`config.mk`:
```
export PLATFORM = sky130hd
export DESIGN_NAME = led18_seq_ctrl
export DESIGN_NICKNAME = d
export VERILOG_FILES = /design/src/rtl/led18_seq_ctrl.sv
export SDC_FILE = /design/constraint.sdc
export NUM_CORES = 1
export LEC_CHECK = 0
export BUFFER_PORTS_ARGS = -buffer_cell sky130_fd_sc_hd__buf_2
export CAP_MARGIN = 15
export CORE_MARGIN = 4
export CORE_UTILIZATION = 40
export DETAILED_ROUTE_END_ITERATION = 10
export GPL_TIMING_DRIVEN = 0
export SLEW_MARGIN = 20
export SYNTH_ARGS = -nofsm -noshare
export SYNTH_HDL_FRONTEND = slang
export SYNTH_SLANG_ARGS = --single-unit
```
`constraint.sdc`:
```
create_clock -name clk -period 5.1 [get_ports clk]
set_input_delay 0 -clock clk [delete_from_list [all_inputs] [get_ports clk]]
set_output_delay 0 -clock clk [all_outputs]
set_load 0.01 [all_outputs]
```
`src/rtl/led18_seq_ctrl.sv`:
```
// LED pattern sequencer acting as an Avalon-MM master on the LED PIO register 0.
// Optional readback check of every write: define LED18_READBACK_VERIFY_EN.
`timescale 1ns/1ps
module led18_seq_ctrl #(
   parameter int               WIDTH          = 18,
   parameter int               DIV_W          = 24,
   parameter logic [DIV_W-1:0] DEFAULT_PERIOD = 24'd5000000
) (
   input  logic             clk,
   input  logic             reset,
   input  logic             enable,
   input  logic             cfg_valid,
   output logic             cfg_ready,
   input  logic [1:0]       cfg_mode,
   input  logic [WIDTH-1:0] cfg_pattern,
   input  logic [DIV_W-1:0] cfg_period,
   output logic             pio_chipselect,
   output logic             pio_write_n,
   output logic [1:0]       pio_address,
   output logic [WIDTH-1:0] pio_writedata,
   input  logic [WIDTH-1:0] pio_readdata,
   output logic [WIDTH-1:0] cur_pattern,
   output logic             busy,
   output logic             err
);

   typedef enum logic [1:0] {
      ST_IDLE  = 2'd0,
      ST_RUN   = 2'd1,
      ST_WRITE = 2'd2,
      ST_READ  = 2'd3
   } state_t;

   localparam logic [1:0] MODE_STATIC = 2'd0;
   localparam logic [1:0] MODE_ROT_L  = 2'd1;
   localparam logic [1:0] MODE_ROT_R  = 2'd2;
   localparam logic [1:0] MODE_BOUNCE = 2'd3;
   localparam logic       DIR_LEFT    = 1'b0;
   localparam logic       DIR_RIGHT   = 1'b1;

`ifdef LED18_READBACK_VERIFY_EN
   localparam logic       READBACK    = 1'b1;
`else
   localparam logic       READBACK    = 1'b0;
`endif

   // The READ cycle after every write means two cycles is the shortest achievable step.
   localparam logic [DIV_W-1:0] MIN_PERIOD = READBACK ? DIV_W'(32'd2) : DIV_W'(32'd1);
   localparam logic [DIV_W-1:0] ONE        = DIV_W'(32'd1);
   localparam logic [DIV_W-1:0] ZERO       = DIV_W'(32'd0);

   function automatic logic [DIV_W-1:0] clamp_period(input logic [DIV_W-1:0] p);
      return (p < MIN_PERIOD) ? MIN_PERIOD : p;
   endfunction

   // Returns {direction, pattern}; a bounce flip and its shift happen in the same step.
   function automatic logic [WIDTH:0] step_pattern(input logic [1:0] mode,
                                                   input logic [WIDTH-1:0] p,
                                                   input logic dir);
      logic [WIDTH:0] r;
      case (mode)
         MODE_ROT_L: r = {dir, p[WIDTH-2:0], p[WIDTH-1]};
         MODE_ROT_R: r = {dir, p[0], p[WIDTH-1:1]};
         MODE_BOUNCE: begin
            if (dir == DIR_LEFT) begin
               if (p[WIDTH-1]) r = {DIR_RIGHT, 1'b0, p[WIDTH-1:1]};
               else            r = {DIR_LEFT, p[WIDTH-2:0], 1'b0};
            end else begin
               if (p[0])       r = {DIR_LEFT, p[WIDTH-2:0], 1'b0};
               else            r = {DIR_RIGHT, 1'b0, p[WIDTH-1:1]};
            end
         end
         default: r = {dir, p};
      endcase
      return r;
   endfunction

   state_t             state_r, state_next_s;
   logic [1:0]         mode_r, mode_next_s;
   logic [DIV_W-1:0]   period_r, period_next_s;
   logic [DIV_W-1:0]   cnt_r, cnt_next_s;
   logic [WIDTH-1:0]   pattern_r, pattern_next_s;
   logic               dir_r, dir_next_s;
   logic [WIDTH:0]     stepped_s;
   logic               cfg_fire_s, count_en_s, step_ok_s, step_s;

   logic               cfg_ready_r, cs_r, write_n_r, busy_r;
   logic               cs_next_s, write_n_next_s, busy_next_s, ready_next_s;
   logic [WIDTH-1:0]   writedata_r, cur_pattern_r, writedata_next_s, cur_next_s;

   // Datapath next values: config beats step, counter holds whenever counting is disabled.
   always_comb begin
      cfg_fire_s     = cfg_valid && cfg_ready_r;
      count_en_s     = enable && (mode_r != MODE_STATIC);
      step_ok_s      = READBACK ? (state_r != ST_WRITE) : 1'b1;
      step_s         = count_en_s && (cnt_r == ZERO) && step_ok_s;
      stepped_s      = step_pattern(mode_r, pattern_r, dir_r);
      mode_next_s    = mode_r;
      period_next_s  = period_r;
      pattern_next_s = pattern_r;
      dir_next_s     = dir_r;
      cnt_next_s     = cnt_r;
      if (cfg_fire_s) begin
         mode_next_s    = cfg_mode;
         period_next_s  = clamp_period(cfg_period);
         pattern_next_s = cfg_pattern;
         dir_next_s     = DIR_LEFT;
         cnt_next_s     = clamp_period(cfg_period) - ONE;
      end else if (step_s) begin
         pattern_next_s = stepped_s[WIDTH-1:0];
         dir_next_s     = stepped_s[WIDTH];
         cnt_next_s     = period_r - ONE;
      end else if (count_en_s && (cnt_r != ZERO)) begin
         cnt_next_s     = cnt_r - ONE;
      end else begin
         cnt_next_s     = cnt_r;
      end
   end

   // Datapath registers.
   always_ff @(posedge clk or posedge reset) begin
      if (reset) begin
         mode_r    <= MODE_STATIC;
         period_r  <= clamp_period(DEFAULT_PERIOD);
         cnt_r     <= clamp_period(DEFAULT_PERIOD) - ONE;
         pattern_r <= {WIDTH{1'b0}};
         dir_r     <= DIR_LEFT;
      end else begin
         mode_r    <= mode_next_s;
         period_r  <= period_next_s;
         cnt_r     <= cnt_next_s;
         pattern_r <= pattern_next_s;
         dir_r     <= dir_next_s;
      end
   end

   // FSM state register.
   always_ff @(posedge clk or posedge reset) begin
      if (reset) state_r <= ST_IDLE;
      else       state_r <= state_next_s;
   end

   // FSM next state; with a period of 1 a WRITE can chain straight into another WRITE.
   always_comb begin
      state_next_s = ST_IDLE;
      case (state_r)
         ST_IDLE, ST_RUN: begin
            if (cfg_fire_s || step_s) state_next_s = ST_WRITE;
            else if (count_en_s)      state_next_s = ST_RUN;
            else                      state_next_s = ST_IDLE;
         end
         ST_WRITE: begin
            if (READBACK)             state_next_s = ST_READ;
            else if (step_s)          state_next_s = ST_WRITE;
            else if (count_en_s)      state_next_s = ST_RUN;
            else                      state_next_s = ST_IDLE;
         end
         ST_READ: begin
            if (step_s)               state_next_s = ST_WRITE;
            else if (count_en_s)      state_next_s = ST_RUN;
            else                      state_next_s = ST_IDLE;
         end
         default:                     state_next_s = ST_IDLE;
      endcase
   end

   // FSM outputs, decoded from the upcoming state so they can be registered.
   always_comb begin
      cs_next_s        = (state_next_s == ST_WRITE) || (state_next_s == ST_READ);
      write_n_next_s   = (state_next_s != ST_WRITE);
      busy_next_s      = cs_next_s;
      ready_next_s     = !cs_next_s;
      writedata_next_s = writedata_r;
      cur_next_s       = cur_pattern_r;
      if (state_next_s == ST_WRITE) begin
         writedata_next_s = pattern_next_s;
         cur_next_s       = pattern_next_s;
      end else begin
         writedata_next_s = writedata_r;
         cur_next_s       = cur_pattern_r;
      end
   end

   // Output registers; the asynchronous reset drops a strobe in flight.
   always_ff @(posedge clk or posedge reset) begin
      if (reset) begin
         cs_r          <= 1'b0;
         write_n_r     <= 1'b1;
         busy_r        <= 1'b0;
         cfg_ready_r   <= 1'b1;
         writedata_r   <= {WIDTH{1'b0}};
         cur_pattern_r <= {WIDTH{1'b0}};
      end else begin
         cs_r          <= cs_next_s;
         write_n_r     <= write_n_next_s;
         busy_r        <= busy_next_s;
         cfg_ready_r   <= ready_next_s;
         writedata_r   <= writedata_next_s;
         cur_pattern_r <= cur_next_s;
      end
   end

   assign pio_chipselect = cs_r;
   assign pio_write_n    = write_n_r;
   assign pio_address    = 2'd0;
   assign pio_writedata  = writedata_r;
   assign cur_pattern    = cur_pattern_r;
   assign busy           = busy_r;
   assign cfg_ready      = cfg_ready_r;

`ifdef LED18_READBACK_VERIFY_EN
   logic err_r;

   // Sticky readback mismatch flag.
   always_ff @(posedge clk or posedge reset) begin
      if (reset)                                                     err_r <= 1'b0;
      else if ((state_r == ST_READ) && (pio_readdata != cur_pattern_r)) err_r <= 1'b1;
      else                                                           err_r <= err_r;
   end

   assign err = err_r;
`else
   logic unused_readdata_s;
   assign unused_readdata_s = ^pio_readdata;
   assign err               = 1'b0;
`endif

endmodule

```
==> results.yml <==
place:
  dp_hpwl_um: 11000
  io_buffers: 87
  gp_congestion: 0.881
  dp_cells: 864
logic_synthesis:
  syn-mean-instance-area_um2: 8.60
  synth_simple_gate_area_share_pct: 26.5
  synth_compound_area_share_pct: 16.7
  yosysSeqAreaShare_pct: 44.5
  ys_types: 50
  synth-seq-cells: 91
  synth_cells: 602
  ys_warn_count: 0
  async_flop_share_pct: 100
  synth_mux_area_share_pct: 3.70
  syn_area_um2: 5180
  synth_edf_count: 0
  synth_top_family_by_area: "simple AND/OR/NAND/NOR gates"
  synthAdderAreaFrac_pct: 0.242
  synthXorXnorAreaFrac_pct: 1.01
  synthFlopType: "dfrtp_1"
timing:
  timing.slew.headroom_pct: 38.1
  finalMaxSlewViolations: 0
  hold_viol_final: 0
  period_needed_ps: 3220
  fin_crit_sh_pct: 63.2
  rsz0062_at_grt: "false"
  fmax_mhz: 310
  worst_pin_slew_ps: 928
  final-setup-viol-count: 0
  clock_skew_ps: 6.90
  tns_ps: 0
global_routing:
  grt_max_degree: 80
  grtUsageTotal_pct: 20.7
  antenna_found_initial: 0
  grt_pass1_vias: 4942
  grt_pass1_wl_um: 24500
  overflow: 0
clocking:
  cts-htree-levels: 3
  numCtsBuffers: 9
  cts.clk_slew.worst_paths_ps: 70
  tritoncts: "built"
  insertion_delay_ps: 350
  cts_setup_buffers: 0
  cts_sinks: 91
  ctsResizeCount: 0
  cts_max_path_buffers: 2
  root_buffer: "clkbuf_16"
pwr:
  power.internal_mw: 1.61
  power_frac_comb_pct: 30.6
  swShare_pct: 34.8
  pwr-share-clk_pct: 26.2
  p_leak_nw: 2.85
  p_switching_uw: 857
  p_per_area_nw_per_um2: 374
  seqPwrFrac_pct: 43.2
  peakVddDrop_uv: 168
floorplan:
  die_x_um: 122
  start_util_pct: 40.9
  core_um2: 12700
  die_area_um2: 14800
  die_h_um: 122
  io_pins: 109
  rows: 41
route:
  dr.pass1.iters: 5
  vias_per_cell: 5.37
  vias: 4963
  drtIter0Drc: 276
  detail-route-antenna-nets: 0
  drt_wl_total_um: 15000
  routedWlPerCell_um: 16.2
  route.detailed.drc: 0
setup_path:
  path_cells: "nor4_2 -> clkbuf_1 -> nand4_1 -> o21ai_1 -> nand2_1 -> ha_1 -> nand4_1 -> buf_2 -> o21ai_0 -> a31oi_1"
  arrival_ps: 3490
  worst_path_most_repeated_cell: "nand4_1"
  rr_endpoint: "cnt_r[16]"
  required_ps: 5370
  regToRegStartpoint: "cnt_r[12]"
  slowest_stage: "nor4_2"
  worstSetupPathType: "reg -> reg"
  startpoint_type: "flop"
  critical_path.max_stage_delay_ps: 710
  crit_path_end_kind: "flop"
  cp_max_fo: 10
  reg2reg_depth: 10
  crit_buf_inv: 2
  rrSetupSlack_ps: 1880
  critPathTopFamily: "simple AND/OR/NAND/NOR gates"
finish:
  final_cells: 924
  syn_to_final_growth_pct: 27.2
  num-fill-cells: 1213
  final_common_cell: "nand2_1"
  n_antenna_cell: 0
  layout.nets: 814
  drive_gt1_share_pct: 24.5
  mostFrequentLayoutCells: "nand2_1, buf_2, dfrtp_1"
hold_path:
  hold_path.class: "in -> async"
run:
  maxCapViolations: 0
outcome:
  status: "finished, final reports clean"
==> power groups by stage <==
stage	registers, mW	logic (mW)	clock network [mW]
2_1_floorplan	1.05	0.488	0
3_3_place_gp	1.07	0.717	0
3_5_place_dp	1.07	0.729	0
4_1_cts	1.06	0.757	0.657
5_1_grt	1.08	0.842	0.684
6_report	1.06	0.754	0.645
==> cells in the mapped netlist (all sizes together), types with 15 or more instances <==
library cell,count,area (um2)
nand4,29,194
and2,16,100
nand3,15,75.1
a221o,15,150
mux2,17,191
o21ai,64,324
dfstp,23,604
buf,37,253
clkbuf,23,86.3
dfrtp,68,1700
nor2,50,188
nand2,125,469
==> cell families (layout without fill, tap and decap cells) <==
kind of cell	after synthesis	after routing
muxes	17	17
other	1	3
and+or+nand+nor	285	285
buffers and inverters	69	217
xor gates and xnor gates	6	6
DFF	91	91
adders and majority gates	1	1
AOI/OAI and AO/OA	132	132
==> layer usage <==
layer	track usage, %	part of all wire, %	up-vias
met2	35.2	49	186
met1	27.0	43	2339
li1	-	-	2412
met3	3.02	5.3	26
met4	7.42	2.4	0
met5	0	0	-
==> tightest hold or removal path, cell delays in order <==
cell	delay [ps]
dlygate4sd3_1	530
buf_2	150
inv_6	130
==> sequential cells by signal, indices dropped and copies added, names as in the netlist <==
register     cells
busy             1
period_r        24
state_r          1
dir_r            1
pio_write_n      1
pattern_r       18
cur_pattern     18
cfg_ready        1
cnt_r           24
mode_r           2
==> through the flow <==
step	cell area (um2)	worst slack, ps	utilization [%]	total power, mW	hold WS, ps
6_report	6590	1880	52.0	2.46	112
5_1_grt	6590	1680	52.0	2.61	130
4_1_cts	6590	1920	52.0	2.48	100
3_5_place_dp	5870	1950	46.3	1.80	-73.1
3_3_place_gp	5840	1600	46.1	1.78	219
2_1_floorplan	5180	2520	-	1.54	83.0
==> layout make-up <==
cell class	count	area, um2	area share, %
inverter	9	38.8	0.589
multi-input combinational	444	2510	38.0
clock buffer	10	229	3.48
tap	172	215	3.27
sequential	91	2310	35.0
buffer	60	339	5.15
clock inverter	6	50.0	0.760
timing repair buffer	132	903	13.7
==> worst max path at each step <==
stage / from / to / depth (start not counted) / slack, ps
after global routing: cnt_r[12] / cnt_r[10] / 10 / 1680
after floorplan: cfg_ready / cnt_r[12] / 10 / 2520
after global placement: reset / cnt_r[23] / 2 / 1600
after CTS: cnt_r[12] / cnt_r[16] / 10 / 1920
after detailed placement: cnt_r[18] / cnt_r[9] / 9 / 1950
final: cnt_r[12] / cnt_r[16] / 10 / 1880
==> what timing repair did <==
item | 4_1_cts | 5_1_grt
hold buffers | 44 | 0
setup endpoints to repair | 0 | 0
endpoints found under the hold margin | 111 | 0
(Power assumes the default switching activity.)
